<file path="src/rtl/var_delay_line.sv">
// Variable-depth delay line: MaxDepth {valid,data} stages with a registered, clamped tap select.
// Optional bypass when depth_i==0 is enabled by defining VAR_DELAY_BYPASS_EN.
module var_delay_line #(
  parameter int Width    = 32,
  parameter int MaxDepth = 8
) (
  input  logic                          clk_i,
  input  logic                          rst_ni,
  input  logic                          en_i,
  input  logic                          flush_i,
  input  logic [$clog2(MaxDepth+1)-1:0] depth_i,
  input  logic                          valid_i,
  input  logic [Width-1:0]              d_i,
  output logic [Width-1:0]              d_o,
  output logic                          valid_o,
  output logic                          primed_o
);

  localparam int DepthW = $clog2(MaxDepth + 1);
  localparam int IdxW   = $clog2(MaxDepth);
  localparam logic [DepthW-1:0] MaxDepthW = DepthW'(MaxDepth);
  localparam logic [DepthW-1:0] OneW      = DepthW'(1);

  typedef enum logic [1:0] {IDLE, FILL, RUN} state_t;

  state_t            state_reg, state_next;
  logic [DepthW-1:0] depth_reg, depth_clamped;
  logic [DepthW-1:0] fill_cnt_reg, fill_cnt_next, fill_inc;
  logic              depth_change;
  logic [IdxW-1:0]   tap_idx;
  logic [Width-1:0]  data_reg  [MaxDepth];
  logic              valid_reg [MaxDepth];

  always_comb begin
    depth_clamped = depth_i;
    if (depth_i > MaxDepthW) begin
      depth_clamped = MaxDepthW;
    end else if (depth_i == '0) begin
      depth_clamped = OneW;
    end
  end

`ifdef VAR_DELAY_BYPASS_EN
  logic bypass;
  logic bypass_reg;

  assign bypass = (depth_i == '0);

  // Bypass runs the line at depth 1 underneath, so leaving it must force a refill.
  always_ff @(posedge clk_i or negedge rst_ni) begin
    if (!rst_ni) begin
      bypass_reg <= 1'b0;
    end else begin
      bypass_reg <= bypass;
    end
  end

  assign depth_change = (depth_clamped != depth_reg) || (bypass_reg && !bypass);
`else
  assign depth_change = (depth_clamped != depth_reg);
`endif

  assign fill_inc = (fill_cnt_reg == MaxDepthW) ? fill_cnt_reg : fill_cnt_reg + OneW;

  // Priority: flush, then depth change, then ordinary enabled shift.
  always_comb begin
    state_next    = state_reg;
    fill_cnt_next = fill_cnt_reg;
    if (flush_i) begin
      state_next    = IDLE;
      fill_cnt_next = '0;
    end else if (depth_change) begin
      fill_cnt_next = DepthW'(en_i);
      state_next    = (en_i && depth_clamped == OneW) ? RUN : FILL;
    end else if (en_i) begin
      case (state_reg)
        IDLE: begin
          fill_cnt_next = OneW;
          state_next    = (depth_reg == OneW) ? RUN : FILL;
        end
        FILL: begin
          fill_cnt_next = fill_inc;
          if (fill_inc >= depth_reg) state_next = RUN;
        end
        RUN:     fill_cnt_next = fill_inc;
        default: state_next = IDLE;
      endcase
    end
  end

  always_ff @(posedge clk_i or negedge rst_ni) begin
    if (!rst_ni) begin
      state_reg    <= IDLE;
      fill_cnt_reg <= '0;
      depth_reg    <= MaxDepthW;
    end else begin
      state_reg    <= state_next;
      fill_cnt_reg <= fill_cnt_next;
      depth_reg    <= depth_clamped;
    end
  end

  genvar gi;
  generate
    for (gi = 0; gi < MaxDepth; gi++) begin : g_stage
      localparam bit IsHead = (gi == 0);
      logic [Width-1:0] src_data;
      logic             src_valid;

      if (gi == 0) begin : g_head
        assign src_data  = d_i;
        assign src_valid = valid_i;
      end else begin : g_tail
        assign src_data  = data_reg[gi-1];
        assign src_valid = valid_reg[gi-1];
      end

      // A depth change invalidates stored samples but keeps their data.
      always_ff @(posedge clk_i or negedge rst_ni) begin
        if (!rst_ni) begin
          data_reg[gi]  <= '0;
          valid_reg[gi] <= 1'b0;
        end else if (flush_i) begin
          data_reg[gi]  <= '0;
          valid_reg[gi] <= 1'b0;
        end else begin
          if (en_i) data_reg[gi] <= src_data;
          if (depth_change) begin
            valid_reg[gi] <= IsHead && en_i && valid_i;
          end else if (en_i) begin
            valid_reg[gi] <= src_valid;
          end
        end
      end
    end
  endgenerate

  assign tap_idx = IdxW'(depth_reg - OneW);

`ifdef VAR_DELAY_BYPASS_EN
  assign d_o      = bypass ? d_i : data_reg[tap_idx];
  assign valid_o  = bypass ? valid_i : (valid_reg[tap_idx] && (state_reg == RUN));
  assign primed_o = bypass || (state_reg == RUN);
`else
  assign d_o      = data_reg[tap_idx];
  assign valid_o  = valid_reg[tap_idx] && (state_reg == RUN);
  assign primed_o = (state_reg == RUN);
`endif

endmodule

</file>
<file path="config.mk">
export PLATFORM = sky130hd
export DESIGN_NAME = var_delay_line
export DESIGN_NICKNAME = d
export VERILOG_FILES = /design/src/rtl/var_delay_line.sv
export SDC_FILE = /design/constraint.sdc
export NUM_CORES = 1
export LEC_CHECK = 0
export CELL_PAD_IN_SITES_DETAIL_PLACEMENT = 1
export CELL_PAD_IN_SITES_GLOBAL_PLACEMENT = 1
export CORE_AREA = 2 2 163 165
export DETAILED_ROUTE_END_ITERATION = 7
export DIE_AREA = 0 0 165 167
export DONT_BUFFER_PORTS = 1
export PLACE_DENSITY = 0.81
export SKIP_CTS_REPAIR_TIMING = 1
export SLEW_MARGIN = 10
export SYNTH_ARGS = -nofsm -noshare
export SYNTH_HDL_FRONTEND = slang
export SYNTH_SLANG_ARGS = --single-unit
</file>
<file path="constraint.sdc">
create_clock -name clk_i -period 3 [get_ports clk_i]
set_input_delay 0.3 -clock clk_i [delete_from_list [all_inputs] [get_ports clk_i]]
set_output_delay 0.3 -clock clk_i [all_outputs]
set_load 0.05 [all_outputs]
</file>
==> results.toml, run 1 <==
[outcome]
outcome = "complete, but fails checks"
violations = "negative hold slack"

[floorplanning]
start_util_pct = 52.1
fp-row-count = 59
core_area_sq_um = 25800
die_w_um = 165
die_area_sq_um = 27600
ios = 75
die_h_um = 167

[drt]
vias = 8640
viasPerCell = 5.75
wl_per_cell_um = 20.8
drc = 0
drt_iter0_drc = 552
drtPass1Iterations = 4
wirelength_um = 31300
final_antenna_net_count = 0

[setup_path]
r2r_slack_ps = 460
timing.critical_path.from = "depth_reg[1]$_DFF_PN0_"
cp_cell_sequence = "inv_1, ha_4, buf_12, mux4_2, mux2_2"
crit_path_max_incr_delay_ps = 540
critPathKind = "flip-flop to primary output"
timing.rr.end = "state_reg[0]$_DFFE_PN0P_"
crit_path_max_fanout = 39
crit_end = "d_o[1]"
cp-start-kind = "flip-flop"
timing.rr.start = "fill_cnt_reg[0]$_DFFE_PN0P_"
slowest_stage = "mux4_2"
endpoint_kind = "primary output"
reg2reg_depth = 9
required_ps = 2700
worst_ep_arrival_time_ps = 2630

[layout]
area_growth_pct = 18.2
final_common_cell = "dfrtp_1"
n_fill_cell = 2481
largest_reg_flops = 224
seq_area_sq_um = 6860
final_area_sq_um = 15900
final_cell_mix = "272 x dfrtp_1, 269 x nor2_1, 266 x mux2i_1"
multi_input_area_sq_um = 6170
layout-drive-gt1-share_pct = 12.5
nNetsFinal = 1198

[global_route]
grt_pass1_vias = 8725
grt_pass1_wl_um = 45600
grt-ovfl-total = 0
grt_usage_pct = 20.2
antenna_found_initial = 1
grt_max_degree = 275

[synth]
yosysTopAreaCell = "dfrtp_1"
ys_types = 44
ys_ff_latch = 274
syn_inst = 1057
synth_edf_count = 0
synthArstFlopShare_pct = 100
ys_warn_count = 0
avgSynthCellArea_sq_um = 12.7
yosys-top-cells-area = "dfrtp_1 51%, mux2i_1 20%, nor2_1 7.5%"
yosys.area.top_type_share_pct = 50.9
synthesis.nets = 1109
postSynth.topFlopCell = "dfrtp_1"
ys_seq_area_share_pct = 51.0
syn-cell-area_sq_um = 13400

[power_and_ir_drop]
p_sw_share_pct = 23.1
p_clk_share_pct = 45.5
switchingPower_uw = 1870
p_per_area_nw_per_um2 = 511
p_comb_share_pct = 7.6
p_seq_share_pct = 46.9
leakage_uw = 0.00808
peakVddDrop_mv = 0.437
p_int_uw = 6240

[timing]
final_hold_viol_count = 274
skew_ps = 8.22
slew_headroom_pct = 52.7
fin_crit_sh_pct = 97.8
setup_violations = 0
tns_ps = 0
layout_min_cycle_time_ps = 2930
slew_viol_final = 0
holdWs_ps = -548
tightest_slew_ps = 709
fmax_mhz = 341

[clock_network]
cts_tree = "built"
clk_path_buf_depth = 3
cts.sinks = 274
cts_root_buf = "clkbuf_16"
clkTransAtPathRegs_ps = 60
clkLatencyLatePin_ps = 550
cts_buffers = 30
htree_levels = 1

[placement]
portBuffers = 0
gp_congestion = 0.738
placed_area_sq_um = 13600
hpwlAfterDp_um = 14900

[flow_run]
maxCapViolations = 0

[worst_hold_path]
hold_path.class = "input port to async pin"
## layer usage
metal	up-vias	track usage, %	wire length (um)
li1	3903	-	-
met1	4595	27.8	13500
met2	111	33.6	16300
met3	31	3.71	1030
met4	0	4.20	480
met5	-	0	0
## how the worst min path moves through the flow
stage | from | endpoint
floorplan | rst_ni | data_reg[0]$_DFFE_PN0P_
global placement | rst_ni | g_stage[1].src_data[21]$_DFFE_PN0P_
detailed placement | rst_ni | g_stage[1].src_data[21]$_DFFE_PN0P_
CTS | rst_ni | g_stage[1].src_data[21]$_DFFE_PN0P_
global route | rst_ni | g_stage[1].src_data[21]$_DFFE_PN0P_
finish | rst_ni | g_stage[5].src_data[20]$_DFFE_PN0P_
## kinds of logic after synthesis
family,share of synthesized area [%]
buffers and inverters,3.19
DFF,51.0
AOI/OAI and AO/OA,1.54
muxes,34.3
and+or+nand+nor,8.56
xor gates and xnor gates,0.382
adders and majority gates,1.02
## cell usage after synthesis, types with 2 or more instances
cell type / n
mux4_1: 22
nor2_1: 269
dfrtp_1: 273
nor2b_1: 7
nand3b_1: 2
mux2i_1: 266
buf_1: 7
xor2_1: 2
clkbuf_1: 23
buf_6: 6
nand2_1: 4
ha_1: 11
o21ai_0: 4
a32oi_1: 3
mux2_2: 33
xnor2_1: 2
buf_2: 42
nand2b_1: 2
mux4_2: 44
inv_1: 10
a21oi_1: 2
## through the flow
| step | utilization, % | instances | total power [uW] | setup slack, ps | hold WS [ps] |
|---|---|---|---|---|---|
| after floorplan | - | 1057 | 4400 | 230 | 4.41 |
| after global placement | 52.7 | 1320 | 4360 | 716 | 15.0 |
| after detailed placement | 52.7 | 1320 | 4380 | 637 | 14.0 |
| after CTS | 56.5 | 1373 | 8070 | 69.5 | -580 |
| after global routing | 61.6 | 1503 | 8370 | -33.1 | -573 |
| final | 61.6 | 1503 | 8110 | 65.8 | -548 |
## worst max-delay path, delay by kind of cell, from the launching register on
kind	cells	cell delay, ps
mux	2	950
fa+ha+maj	1	320
flops	1	400
buf+inv	2	390
## power by group through the flow
stage          Sequential [uW]  Combinational (uW)  Clock, uW
2_1_floorplan             3850                 551          0
6_report                  3810                 614       3690
4_1_cts                   3800                 512       3750
5_1_grt                   3810                 651       3910
3_3_place_gp              3870                 496          0
3_5_place_dp              3870                 508          0
## layout make-up
class | count | share of cell area, %
repair buffers | 135 | 8.76
inverters | 10 | 0.236
well taps | 335 | 2.64
clock buffers | 44 | 5.75
diodes | 1 | 0.0158
flip-flops and latches | 274 | 43.2
clock inverters | 9 | 0.512
multi-input cells | 695 | 38.9
(Power assumes the default switching activity.)
==> run 2, diff against run 1 <==
--- a/config.mk
+++ b/config.mk
@@ -8,10 +8,12 @@
 export CELL_PAD_IN_SITES_DETAIL_PLACEMENT = 1
 export CELL_PAD_IN_SITES_GLOBAL_PLACEMENT = 1
 export CORE_AREA = 2 2 163 165
+export CTS_CLUSTER_SIZE = 40
 export DETAILED_ROUTE_END_ITERATION = 7
 export DIE_AREA = 0 0 165 167
 export DONT_BUFFER_PORTS = 1
 export PLACE_DENSITY = 0.81
+export REMOVE_ABC_BUFFERS = 1
 export SKIP_CTS_REPAIR_TIMING = 1
 export SLEW_MARGIN = 10
 export SYNTH_ARGS = -nofsm -noshare
==> run 2 against run 1 <==
The flow still finishes with violations (negative hold slack). Die area stayed put. Clock power shrank 6.0%. Setup slack better by 41 ps.
==> results.toml, run 2 (synthesized netlist as in run 1, its figures left out) <==
[outcome]
outcome = "complete, but fails checks"
violations = "negative hold slack"

[drt]
drc = 0
wl_per_cell_um = 21.2
drt_iter0_drc = 499
viasPerCell = 5.75
drtPass1Iterations = 4
vias = 8643
wirelength_um = 31800
final_antenna_net_count = 0

[global_route]
grt_pass1_wl_um = 45500
grt-ovfl-total = 0
antenna_found_initial = 0
grt_usage_pct = 20.1
grt_max_degree = 275
grt_pass1_vias = 8649

[floorplanning]
die_h_um = 167
die_area_sq_um = 27600
fp-row-count = 59
die_w_um = 165
ios = 75
start_util_pct = 52.1
core_area_sq_um = 25800

[timing]
setup_violations = 0
final_hold_viol_count = 275
slew_headroom_pct = 52.7
fmax_mhz = 346
slew_viol_final = 0
fin_crit_sh_pct = 96.4
rsz0062_at_grt = "no"
layout_min_cycle_time_ps = 2890
holdWs_ps = -567
skew_ps = 19.4
tightest_slew_ps = 709

[setup_path]
crit_path_max_fanout = 27
r2r_slack_ps = 530
crit_path_max_incr_delay_ps = 530
cp_cell_sequence = "inv_1, ha_4, buf_16, mux4_2, mux2_2"
path_depth = 5
critPathTopFamily = "multiplexers"
cp-start-kind = "flip-flop"
required_ps = 2700
critPathKind = "flip-flop to primary output"
timing.rr.end = "state_reg[0]$_DFFE_PN0P_"
timing.rr.start = "fill_cnt_reg[0]$_DFFE_PN0P_"
reg2reg_depth = 9
worst_ep_arrival_time_ps = 2590
endpoint_kind = "primary output"
slowest_stage = "mux4_2"
cp_num_buf_inv = 2
timing.critical_path.from = "depth_reg[1]$_DFF_PN0_"

[placement]
placed_area_sq_um = 13600
portBuffers = 0
hpwlAfterDp_um = 14300
gp_congestion = 0.727

[power_and_ir_drop]
p_per_area_nw_per_um2 = 499
p_total_uw = 7910
peakVddDrop_mv = 0.460
leakage_uw = 0.00804

[clock_network]
clkLatencyLatePin_ps = 560
cts_root_buf = "clkbuf_16"
cts.sinks = 274
htree_levels = 1
clkTransAtPathRegs_ps = 60
cts_tree = "built"
cts_buffers = 30
clk_path_buf_depth = 3

[layout]
area_growth_pct = 17.9
largest_reg_flops = 224
final_area_sq_um = 15800
final_cell_mix = "272 x dfrtp_1, 269 x nor2_1, 266 x mux2i_1"
layout-drive-gt1-share_pct = 11.8
nNetsFinal = 1198
final_common_cell = "dfrtp_1"
n_fill_cell = 2450
num_antenna_cells = 0
seq_area_sq_um = 6860
multi_input_area_sq_um = 6200

[flow_run]
maxCapViolations = 0

[worst_hold_path]
hold_path.class = "input port to async pin"
run 2: cell count changes in the layout (fill, tap and decap cells not counted):
cell        before  now
clkinvlp_4       0    2
mux2_4           0    8
mux2_2          33   25
clkbuf_1         3   13
clkbuf_8        11    4
buf_12           3    1
inv_6            0    1
diode_2          1    0
bufinv_16        1    0
clkinv_2         7    4
buf_16           1    3
run 2: layout make-up:
| class | count | area share (%) |
|---|---|---|
| flip-flops and latches | 274 | 43.3 |
| multi-input cells | 695 | 39.2 |
| repair buffers | 135 | 8.88 |
| clock buffers | 47 | 5.39 |
| well taps | 335 | 2.65 |
| clock inverters | 8 | 0.379 |
| inverters | 10 | 0.237 |
run 2: per-layer routing:
layer,wire length [um],track usage [%]
met5,0,0
met4,474,3.74
met3,1300,4.16
met2,16200,33.2
met1,13800,27.9
run 2: stage by stage:
step	worst slack, ps	TNS [ps]	hold WS [ps]	utilization, %	std cells
CTS	47.3	0	-588	56.2	1375
floorplan	-2620	-81160	4.41	-	979
finish	107	0	-567	61.5	1504
detailed placement	564	0	13.5	52.7	1320
global route	7.79	0	-596	61.5	1504
global placement	660	0	14.6	52.7	1320
run 2: how the worst max path moves through the flow:
stage | end | slack (ps)
2_1_floorplan | valid_o | -2620
3_3_place_gp | d_o[18] | 660
3_5_place_dp | state_reg[0]$_DFFE_PN0P_ | 560
4_1_cts | d_o[18] | 50
5_1_grt | d_o[7] | 8
6_report | d_o[7] | 110
run 2: power breakdown:
group          leakage, uW  switching [uW]  internal [uW]
registers          0.00378            52.8           3750
logic              0.00381             310            321
clock network     0.000441            1520           1950
